### config.mk
export PLATFORM = sky130hd
export DESIGN_NAME = writeback_stage
export DESIGN_NICKNAME = d
export VERILOG_FILES = /design/src/rtl/riscv_wb_pkg.sv /design/src/rtl/load_align.sv /design/src/rtl/writeback_stage.sv
export SDC_FILE = /design/constraint.sdc
export NUM_CORES = 1
export LEC_CHECK = 0
export ABC_AREA = 1
export CORE_UTILIZATION = 35
export CTS_BUF_LIST = sky130_fd_sc_hd__clkbuf_4
export DETAILED_ROUTE_END_ITERATION = 10
export PLACE_DENSITY = 0.73
export SYNTH_ARGS = -nofsm -noshare
export SYNTH_HDL_FRONTEND = slang
export SYNTH_SLANG_ARGS = --single-unit
### constraint.sdc
create_clock -name clk -period 1.6 [get_ports clk]
set_clock_uncertainty 0.2 [all_clocks]
set_input_delay 0.32 -clock clk [delete_from_list [all_inputs] [get_ports clk]]
set_output_delay 0.32 -clock clk [all_outputs]
set_load 0.05 [all_outputs]
### src/rtl/riscv_wb_pkg.sv
// Shared types for the writeback stage: source select, load size, FSM state,
// and the natural-alignment rule for loads.
package riscv_wb_pkg;

  typedef enum logic [1:0] {
    WB_ALU = 2'd0,
    WB_MEM = 2'd1,
    WB_PC4 = 2'd2,
    WB_IMM = 2'd3
  } wb_sel_e;

  typedef enum logic [1:0] {
    LS_B = 2'd0,
    LS_H = 2'd1,
    LS_W = 2'd2,
    LS_D = 2'd3
  } load_size_e;

  typedef enum logic {
    ST_IDLE     = 1'b0,
    ST_WAIT_MEM = 1'b1
  } wb_state_e;

  // Offset is zero-extended to 3 bits so the same rule serves XLEN 32 and 64.
  function automatic logic is_misaligned(load_size_e size, logic [2:0] off);
    logic mis;
    case (size)
      LS_B:    mis = 1'b0;
      LS_H:    mis = off[0];
      LS_W:    mis = |off[1:0];
      default: mis = |off;
    endcase
    return mis;
  endfunction

endpackage

### src/rtl/load_align.sv
// Extracts a byte/half/word/double at a byte offset from an aligned XLEN-bit
// word and sign- or zero-extends it to XLEN. Purely combinational.
module load_align
  import riscv_wb_pkg::*;
#(
  parameter int XLEN  = 32,
  parameter int OFF_W = $clog2(XLEN / 8)
) (
  input  logic [XLEN-1:0]  i_data,
  input  logic [OFF_W-1:0] i_offset,
  input  load_size_e       i_size,
  input  logic             i_unsigned,
  output logic [XLEN-1:0]  o_data
);

  logic [XLEN-1:0] w_shifted;

  always_comb begin
    w_shifted = i_data >> {i_offset, 3'b000};
    case (i_size)
      LS_B:    o_data = i_unsigned ? XLEN'(w_shifted[7:0])  : XLEN'($signed(w_shifted[7:0]));
      LS_H:    o_data = i_unsigned ? XLEN'(w_shifted[15:0]) : XLEN'($signed(w_shifted[15:0]));
      LS_W:    o_data = i_unsigned ? XLEN'(w_shifted[31:0]) : XLEN'($signed(w_shifted[31:0]));
      default: o_data = w_shifted;
    endcase
  end

endmodule

### src/rtl/writeback_stage.sv
// Pipelined writeback stage: selects the result source, waits for load data,
// and drives a registered single write port into the register file.
module writeback_stage
  import riscv_wb_pkg::*;
#(
  parameter int XLEN       = 32,
  parameter int REG_ADDR_W = 5
) (
  input  logic                  clk,
  input  logic                  rst,
  input  logic                  in_valid,
  output logic                  in_ready,
  input  logic [1:0]            in_wb_sel,
  input  logic                  in_reg_write,
  input  logic [REG_ADDR_W-1:0] in_rd,
  input  logic [XLEN-1:0]       in_alu_result,
  input  logic [XLEN-1:0]       in_pc_incre,
  input  logic [XLEN-1:0]       in_imm,
  input  logic [1:0]            in_load_size,
  input  logic                  in_load_unsigned,
  input  logic                  mem_rsp_valid,
  input  logic [XLEN-1:0]       mem_rsp_data,
  output logic                  rf_we,
  output logic [REG_ADDR_W-1:0] rf_waddr,
  output logic [XLEN-1:0]       rf_wdata,
  output logic                  pend_valid,
  output logic [REG_ADDR_W-1:0] pend_rd,
  output logic                  misalign_err,
  output logic                  stray_rsp
);

  localparam int OFF_W = $clog2(XLEN / 8);

  wb_state_e             r_state;
  wb_state_e             w_state_nxt;
  logic [REG_ADDR_W-1:0] r_rd;
  logic                  r_reg_write;
  load_size_e            r_size;
  logic                  r_unsigned;
  logic [OFF_W-1:0]      r_offset;

  wb_sel_e               w_sel;
  load_size_e            w_size;
  logic                  w_accept;
  logic                  w_misalign;
  logic [XLEN-1:0]       w_result;
  logic [XLEN-1:0]       w_load_data;

  assign w_sel      = wb_sel_e'(in_wb_sel);
  assign w_size     = load_size_e'(in_load_size);
  assign in_ready   = (r_state == ST_IDLE) & ~rst;
  assign w_accept   = in_valid & in_ready;
  assign w_misalign = is_misaligned(w_size, 3'(in_alu_result[OFF_W-1:0]));
  assign pend_valid = (r_state == ST_WAIT_MEM);
  assign pend_rd    = pend_valid ? r_rd : '0;

  always_comb begin
    case (w_sel)
      WB_PC4:  w_result = in_pc_incre;
      WB_IMM:  w_result = in_imm;
      default: w_result = in_alu_result;
    endcase
  end

  load_align #(
    .XLEN  (XLEN),
    .OFF_W (OFF_W)
  ) u_load_align (
    .i_data     (mem_rsp_data),
    .i_offset   (r_offset),
    .i_size     (r_size),
    .i_unsigned (r_unsigned),
    .o_data     (w_load_data)
  );

  always_comb begin
    w_state_nxt = r_state;
    case (r_state)
      ST_IDLE:     if (w_accept && w_sel == WB_MEM && !w_misalign) w_state_nxt = ST_WAIT_MEM;
      ST_WAIT_MEM: if (mem_rsp_valid) w_state_nxt = ST_IDLE;
      default:     w_state_nxt = ST_IDLE;
    endcase
  end

  always_ff @(posedge clk) begin
    if (rst) r_state <= ST_IDLE;
    else     r_state <= w_state_nxt;
  end

  // rf_waddr/rf_wdata only move on an actual write so they hold between pulses.
  always_ff @(posedge clk) begin
    if (rst) begin
      rf_we        <= 1'b0;
      rf_waddr     <= '0;
      rf_wdata     <= '0;
      misalign_err <= 1'b0;
      stray_rsp    <= 1'b0;
      r_rd         <= '0;
      r_reg_write  <= 1'b0;
      r_size       <= LS_B;
      r_unsigned   <= 1'b0;
      r_offset     <= '0;
    end else begin
      rf_we        <= 1'b0;
      misalign_err <= 1'b0;
      case (r_state)
        ST_IDLE: begin
          if (mem_rsp_valid) stray_rsp <= 1'b1;
          if (w_accept) begin
            if (w_sel == WB_MEM) begin
              r_rd         <= in_rd;
              r_reg_write  <= in_reg_write;
              r_size       <= w_size;
              r_unsigned   <= in_load_unsigned;
              r_offset     <= in_alu_result[OFF_W-1:0];
              misalign_err <= w_misalign;
            end else if (in_reg_write && in_rd != '0) begin
              rf_we    <= 1'b1;
              rf_waddr <= in_rd;
              rf_wdata <= w_result;
            end
          end
        end
        ST_WAIT_MEM: begin
          if (mem_rsp_valid && r_reg_write && r_rd != '0) begin
            rf_we    <= 1'b1;
            rf_waddr <= r_rd;
            rf_wdata <= w_load_data;
          end
        end
        default: ;
      endcase
    end
  end

endmodule

---- Word-level counts from Yosys, hierarchy flattened ----
Cells that the tools add are included.
word-level totals
  logic and storage cells ................. 66
  flip-flop bits (word level) ............. 52
cells by class
  shift operators ......................... 1
  equal/unequal tests ..................... 9
  reduce and logical (&&, ||, !) cells .... 15
  bitwise gates (word level) .............. 6
  multiplexer cells ....................... 24
operators by type and width
  operator                                                count
  2-to-1 mux 32 bit                                       6
  case mux 32 bit (2 select lines)                        3
  right shift 32 x 5 -> 32 bit                            1
  2-to-1 mux 5 bit                                        5
  case mux 5 bit (2 select lines)                         1
  nonzero test 5 bit                                      2
  == test 2 x 1 -> 1 bit (second input constant)          3
  2-to-1 mux 1 bit                                        6
  case mux 1 bit (2 select lines)                         3
  logical AND 1 bit                                       5
  == test 2 bit (second input constant)                   2
  zero test 2 bit                                         2
  inequality test 2 x 1 -> 1 bit (second input constant)  2
  inequality test 2 bit (second input constant)           2
  NOT 1 bit                                               4
  AND reduction 4 bit                                     1
  OR reduction 4 bit                                      1
  AND reduction 3 bit                                     1
  AND 1 bit                                               2
  AND reduction 2 bit                                     1
  OR reduction 2 bit                                      1
  zero test 1 bit                                         1

---- Logic depth before layout (Yosys ltp) ----
Gate-level depths: netlist (run 1).
  depth in word-level cells ............... 7
  gate-level depth with buffers ........... 10
  gate-level depth less buffers ........... 8

---- By module ----
From an unflattened synthesis (run 1), not the netlist that was laid out.
second synthesis, totals
  cells, all modules ...................... 761
  area total of the unflattened synthesis .. 4,375.4 um^2
modules (own cells, without submodules)
  module           cells each  area each (um^2)  instances  sequential area each (um^2)
  writeback_stage  588         3,480.8           1          1,041.0
  load_align       173         894.6             1          0.0

---- Worst setup path before layout (run 1) ----
No wires, ideal clock.
  path kind ............................... reg-to-output
  from .................................... reg r_state, in the netlist pend_valid
  to ...................................... out in_ready
  arrival ................................. 1,544 ps
  stages on the path, launching flop included .. 4
  buffers on the path ..................... 2
  required time ........................... 1,080 ps
  setup slack ............................. -464 ps
  cell sequence ........................... dfxtp_1 buf_6 clkbuf_1 nor2_1
between the ends
  longest elaborated chain between the ends .. 2
ends and longest elaborated chain
  item                    line                   text
  start, declared         writeback_stage.sv:34  wb_state_e r_state;
  start signal, assigned  writeback_stage.sv:87  else r_state <= w_state_nxt;
  NOT 1 bit (no line)     n/a
  AND 1 bit               writeback_stage.sv:51  assign in_ready = (r_state == ST_IDLE) & ~rst;
  end, declared           writeback_stage.sv:12  output logic in_ready,
No other way between the ends.

---- Worst setup path after layout (run 1) ----
  from .................................... reg r_state, in the netlist pend_valid
  to ...................................... reg rf_wdata[14]
between the ends
  longest elaborated chain between the ends .. 5
  elaborated cells between the ends (all ways) .. 9
ends and longest elaborated chain
  item                             line                    text
  NOT 1 bit (no line)              n/a
  AND 1 bit                        writeback_stage.sv:51
  AND 1 bit                        writeback_stage.sv:52   assign w_accept = in_valid & in_ready;
  inequality test 2 bit (no line)  n/a
  AND reduction 4 bit (no line)    n/a
  end signal, assigned             writeback_stage.sv:120  rf_wdata <= w_result;
  end signal, assigned             writeback_stage.sv:128  rf_wdata <= w_load_data;
  end, declared                    writeback_stage.sv:25   output logic [XLEN-1:0] rf_wdata,
Several ways; a longest one is shown, not always the timed one.
A chain may end at the register's enable or synchronous reset.

==> results of run 1 <==
-- metrics by stage --
| step | setup slack [ns] | setup TNS, ns | total power, mW | hold WS, ns |
|---|---|---|---|---|
| final | -0.204 | -6.58 | 3.46 | 0.283 |
| after global routing | -0.278 | -10.31 | 3.63 | 0.276 |
| after CTS | -0.158 | -3.06 | 3.38 | 0.270 |
| after detailed placement | -0.475 | -20.83 | 2.75 | 0.268 |
| after global placement | -0.388 | -18.58 | 2.72 | 0.253 |
| after floorplan | -0.0204 | -0.146 | 1.97 | 0.189 |
-- routing by layer --
metal | vias to the layer above | wire length, um | global-route usage, %
met2 | 200 | 7860 | 49.6
met5 | - | 0 | 0
li1 | 2390 | - | -
met4 | 0 | 333 | 7.36
met3 | 28 | 858 | 4.07
met1 | 2261 | 6320 | 34.3
-- power breakdown --
| part | switching, mW | internal (mW) |
|---|---|---|
| combinational | 0.675 | 0.758 |
| clock | 0.447 | 0.170 |
| sequential | 0.0661 | 1.35 |
| total | 1.19 | 2.28 |
-- final timing paths --
check                  to  slack (ns)  depth (start not counted)
min reg2reg     r_size[0]        0.31                          2
max reg2reg  rf_wdata[14]       -0.20                          8
min          rf_wdata[12]        0.28                          3
max          rf_wdata[14]       -0.20                          8
-- worst reg2reg max path: cells and delay by family, from the launching register on --
family / cells / cell delay, ns
flops: 1 / 0.40
simple gates: 4 / 0.69
compound gates: 1 / 0.08
buf+inv: 3 / 0.36
-- kinds of logic after synthesis --
family / Yosys count / synth area share [%]
simple gates: 322 / 39.3
buf+inv: 66 / 10.2
compound gates: 140 / 20.6
flops: 52 / 29.9
-- final cells by class --
type | instances | area share [%]
timing repair inverter | 1 | 0.127
inverter | 22 | 1.83
clock buffer | 5 | 0.544
sequential | 52 | 15.2
clock inverter | 3 | 0.272
multi-input combinational | 463 | 34.7
timing repair buffer | 264 | 44.9
tap | 133 | 2.41
-- timing repair --
action                                  CTS  global route
resized for setup                        39            90
endpoints found under the setup margin   45            56
endpoints found under the hold margin     0             0
pin swaps                                 9            19
setup buffers                            10             5
gates cloned                              3             3
-- layout by cell type, fill, tap and decap left out, types with 5 or more instances in the layout --
master,instances
o21ai_0,20
nand2_4,6
a21oi_1,61
buf_12,54
a31oi_1,8
o21ai_2,16
buf_4,55
clkdlybuf4s50_1,140
nand3_2,5
inv_1,12
nor2_2,5
a21oi_2,15
clkbuf_4,5
nand2_1,181
nand3_1,85
clkinvlp_4,5
buf_6,9
nor2_1,27
o21ai_1,16
nor2_4,5
dfxtp_1,50
-- sequential cells by signal, summed over array words and instances (netlist names) --
register,cells
rf_wdata,32
r_rd,5
rf_waddr,5
r_offset,2
r_size,2
misalign_err,1
pend_valid,1
r_reg_write,1
r_unsigned,1
rf_we,1
stray_rsp,1
==> results by group, run 1 <==
GRT
  – Gr ovfl total: 0
  – Tot GR Track Use: 27.6%
  – First-pass GRT wire length: 22100 um
  – Initial antenna violation count: 0
  – Vias in the first global route: 4525
  – Largest net degree at the start of global routing: 26

Die
  – Core Rows: 36
  – Die X: 102 um
  – Die ar.: 10400 um2
  – Die height: 102 um
  – # IOs: 190
  – Core region area: 9730 um2
  – Initial Util: 35.8%

Logic synthesis
  – Synth area leader: dfxtp_1
  – Most instantiated cells after synthesis: 187 x nand2_1, 92 x nand3_1, 76 x a21oi_1, 52 x dfxtp_1, 48 x o21ai_0
  – Post-synthesis net count: 723
  – YS warnings: 0
  – Sequential area share after synthesis: 29.9%
  – Synth unique cells: 25
  – Cells after synthesis: 580
  – Post-Syn Area: 3490 um2
  – Async set-reset flop share out of synthesis: 0%
  – Number of synthesized register bits: 52
  – Post-synth top area share: 29.9%
  – Area contributors post-synth: dfxtp_1 30%, nand2_1 20%, nand3_1 13%, a21oi_1 11%, o21ai_0 6.9%
  – Most frequent cell after synthesis: nand2_1
  – Mean post-synth cell area: 6.01 um2
  – Top_reg_cell synth: dfxtp_1
  – EDFF count, synth: 0

Timing
  – Slew @ Worst Pin: 0.333 ns
  – Rel. slew slack: 77.6%
  – FMAX: 0.554 GHz
  – Crit path time final: 1.80 ns
  – RSZ-0062 raised after global routing: true
  – Final Worst Setup Slack: -0.204 ns
  – Max-slew violations: 0
  – Final Setup Violations: 57
  – Part of the cycle the worst path needs: 113%
  – Hold Fails Final Rpt: 0

Setup path
  – Worst Path Max Fanout: 8
  – Buffers & Inverters on Critical Path: 3
  – Crit path max-delay family: simple AND/OR/NAND/NOR gates
  – Critical Path Max Stage Delay: 0.40 ns
  – CP Cell Sequence: buf_6 -> nor3b_4 -> nand3_4 -> nand2_8 -> buf_4 -> inv_6 -> nand2_1 -> a21oi_1
  – Worst Path Class, Setup: reg -> reg
  – Reg-to-reg critical path startpoint: pend_valid
  – Critical path's slowest cell: dfxtp_4
  – Critical Path AT: 1.90 ns
  – Critical Path End Type: register
  – Worst Setup SP: pend_valid
  – CP required: 1.70 ns
  – Crit start category: register

Place
  – Placed inst area: 6280 um2
  – Post-detail-place hpwl: 11100 um
  – Final RePlAce weighted congestion: 0.915
  – Cells after DPL: 915
  – Port-buffer cells: 189

Layout
  – Nets@finish: 952
  – Multi-input logic area: 2400 um2
  – Post-route cell area: 6900 um2
  – Post-Layout Cell Count: 943
  – Layout cell share with drive strength beyond 1: 25.3%
  – Filler cells: 811
  – Final core occ: 70.9%
  – Register Area: 1050 um2
  – N_diodes: 0
  – P&R area growth vs syn: 98.0%

Detailed routing
  – Initial DRC count: 278
  – DR pass1 iterations: 5
  – WL/cell: 16.3 um
  – WL final: 15400 um
  – Routed Antenna Nets: 0
  – DRC viols: 0
  – Via Count: 4879
  – Vias per cell: 5.17

Clock network
  – Root Buffer: clkbuf_4
  – Total CTS buffers: 5
  – Max Root-Sink Buffers: 2
  – Max H-tree Level: 2
  – Sink Count: 52
  – Worst-Skew Late Latency: 0.38 ns
  – Hold Buf Count CTS: 0
  – CTS tree: done
  – Worst-path clk slew: 0.16 ns

Power
  – Leak: 2.91 nW
  – PD cells: 502 nW/um2
  – Max VDD drop: 0.280 mV

Hold path
  – Min-delay worst type: in -> reg
  – Hold path start: rst

Status
  – Run status: finished with violations
  – Failing checks: setup timing

Job
  – Max-Cap Viols: 0
Note: power is estimated with default switching activity, not from simulation.
==> inputs of run 2 (changes only) <==
SKIP_CTS_REPAIR_TIMING = 1   (was default)
==> results by group, run 2 (same netlist as run 1, synthesis figures left out) <==
Status
  – Run status: finished with violations
  – Failing checks: setup timing

Die
  – Core region area: 9730 um2 (unchanged)
  – Core Rows: 36 (unchanged)
  – Die ar.: 10400 um2 (unchanged)
  – Initial Util: 35.8% (unchanged)
  – Die height: 102 um (unchanged)
  – Die X: 102 um (unchanged)
  – # IOs: 190 (unchanged)

Clock network
  – CTS tree: done
  – Max H-tree Level: 2 (unchanged)
  – Max Root-Sink Buffers: 2 (unchanged)
  – Sink Count: 52 (unchanged)
  – Root Buffer: clkbuf_4
  – Total CTS buffers: 5 (unchanged)
  – Worst-path clk slew: 0.15 ns (about the same)
  – Worst-Skew Late Latency: 0.38 ns (about the same)

Timing
  – Final Worst Setup Slack: -0.190 ns (+0.0140 ns)
  – Final setup TNS: -6.33 ns (+0.251 ns)
  – Part of the cycle the worst path needs: 112% (-0.87 points)
  – Slew @ Worst Pin: 0.367 ns (+0.0348 ns)
  – Final Setup Violations: 52 (-8.8%)
  – Rel. slew slack: 75.4% (-2.2 points)
  – Max-slew violations: 0 (unchanged)
  – RSZ-0062 raised after global routing: true
  – Crit path time final: 1.79 ns (-0.0140 ns)
  – Hold Fails Final Rpt: 0 (unchanged)
  – FMAX: 0.559 GHz (+0.78%)
  – Hold WS: 0.290 ns (+0.00690 ns)

Power
  – PD cells: 515 nW/um2 (+2.5%)
  – Leak: 2.79 nW (-4.1%)
  – Max VDD drop: 0.284 mV (+1.4%)
  – Total Power: 3.43 mW (-0.97%)

Detailed routing
  – Initial DRC count: 224 (-19%)
  – WL final: 14600 um (-5.0%)
  – Routed Antenna Nets: 0 (unchanged)
  – WL/cell: 15.6 um (-4.6%)
  – DR pass1 iterations: 5 (unchanged)
  – Via Count: 4798 (-1.7%)
  – DRC viols: 0 (unchanged)
  – Vias per cell: 5.11 (-1.2%)

Layout
  – Nets@finish: 948 (-0.42%)
  – Commonest non-fill, non-tap cell in the layout: nand2_1
  – N_diodes: 0 (unchanged)
  – P&R area growth vs syn: 91.2%
  – Layout cell share with drive strength beyond 1: 21.0% (-4.3 points)
  – Largest Register: rf_wdata
  – Top flop regs: rf_wdata (32), r_rd (5), rf_waddr (5)
  – Max reg flops: 32 (unchanged)
  – Post-Layout Cell Count: 939 (-0.42%)
  – Most frequent cells in the layout: 182 x nand2_1, 141 x clkdlybuf4s50_1, 86 x nand3_1

Setup path
  – Reg-to-reg critical path startpoint: pend_valid
  – CP required: 1.08 ns (-0.62 ns)
  – Critical Path End Type: primary output
  – Crit Reg-Reg Endpoint: rf_wdata[22]
  – Crit start category: input port
  – Critical Path AT: 1.27 ns (-0.63 ns)
  – R2R setup slack: -0.18 ns (+0.02 ns)
  – FF-to-FF path depth: 7 (-1)
  – Worst Path Max Fanout: 12 (+4)
  – Worst Path Class, Setup: in -> out

GRT
  – Tot GR Track Use: 26.2% (-1.5 points)
  – First-pass GRT wire length: 21000 um (-5.0%)
  – Gr ovfl total: 0 (unchanged)
  – Vias in the first global route: 4347 (-3.9%)
  – Largest net degree at the start of global routing: 36 (+38%)
  – Initial antenna violation count: 0 (unchanged)

Hold path
  – Hold depth: 2 (-1)
  – Min-delay worst type: reg -> reg
  – Hold path start: r_rd[4]
  – WHS Endpoint: r_rd[4]

Place
  – Post-Place Worst Slack: -0.475 ns (unchanged)
  – Post-detail-place hpwl: 11100 um (unchanged)
  – Port-buffer cells: 189 (unchanged)
  – Cells after DPL: 915 (unchanged)
  – Final RePlAce weighted congestion: 0.915 (unchanged)

Job
  – Max-Cap Viols: 0 (unchanged)
run 2: cell count changes in the layout (fill, tap and decap cells not counted), moves of 3 or more:
cell / previous run / this run
buf_6: 9 / 5
a21oi_2: 15 / 6
a21oi_1: 61 / 70
nand2_2: 2 / 6
o21ai_2: 16 / 3
nor2_1: 27 / 33
o21ai_0: 20 / 36
nand2_4: 6 / 2
nor2_4: 5 / 2
nor2_2: 5 / 2
run 2: per-layer routing:
metal,vias up,part of all wire (%),track usage (%)
met2,208,51,46.9
li1,2389,-,-
met1,2185,42,32.8
met5,-,0,0
met3,16,6.2,4.14
met4,0,1.3,5.57
run 2: final cells by class:
cell class	count	area [um2]
well taps	133	166
multi-input cells	464	2220
clock inverters	3	18.8
flip-flops and latches	52	1050
repair inverters	1	8.76
clock buffers	5	37.5
repair buffers	259	3040
fillers	845	3070
inverters	22	116
run 2: how the worst max path moves through the flow:
| stage | slack, ns | end | from | cells past startpoint |
|---|---|---|---|---|
| after floorplan | -0.02 | rf_waddr[0] | pend_valid | 6 |
| after global placement | -0.39 | rf_wdata[16] | in_wb_sel[0] | 9 |
| after detailed placement | -0.48 | rf_wdata[25] | in_wb_sel[0] | 9 |
| after CTS | -0.33 | in_ready | pend_valid | 3 |
| after global routing | -0.28 | rf_wdata[22] | pend_valid | 7 |
| final | -0.19 | in_ready | rst | 4 |
run 2: worst max-delay path: stages:
cell             delay (ns)
clkdlybuf4s50_1        0.53
buf_4                  0.22
nor2_4                 0.05
buf_12                 0.14
run 2: report_power, final:
| group | switching, mW | total, mW | internal, mW |
|---|---|---|---|
| logic | 0.649 | 1.42 | 0.771 |
| clock network | 0.433 | 0.603 | 0.170 |
| registers | 0.0590 | 1.41 | 1.35 |
| total | 1.14 | 3.43 | 2.29 |
run 2: per-stage QoR:
stage / utilization, % / area [um2]
5_1_grt: 68.5 / 6660
6_report: 68.5 / 6660
3_3_place_gp: 64.6 / 6280
2_1_floorplan: - / 3540
4_1_cts: 65.2 / 6340
3_5_place_dp: 64.6 / 6280
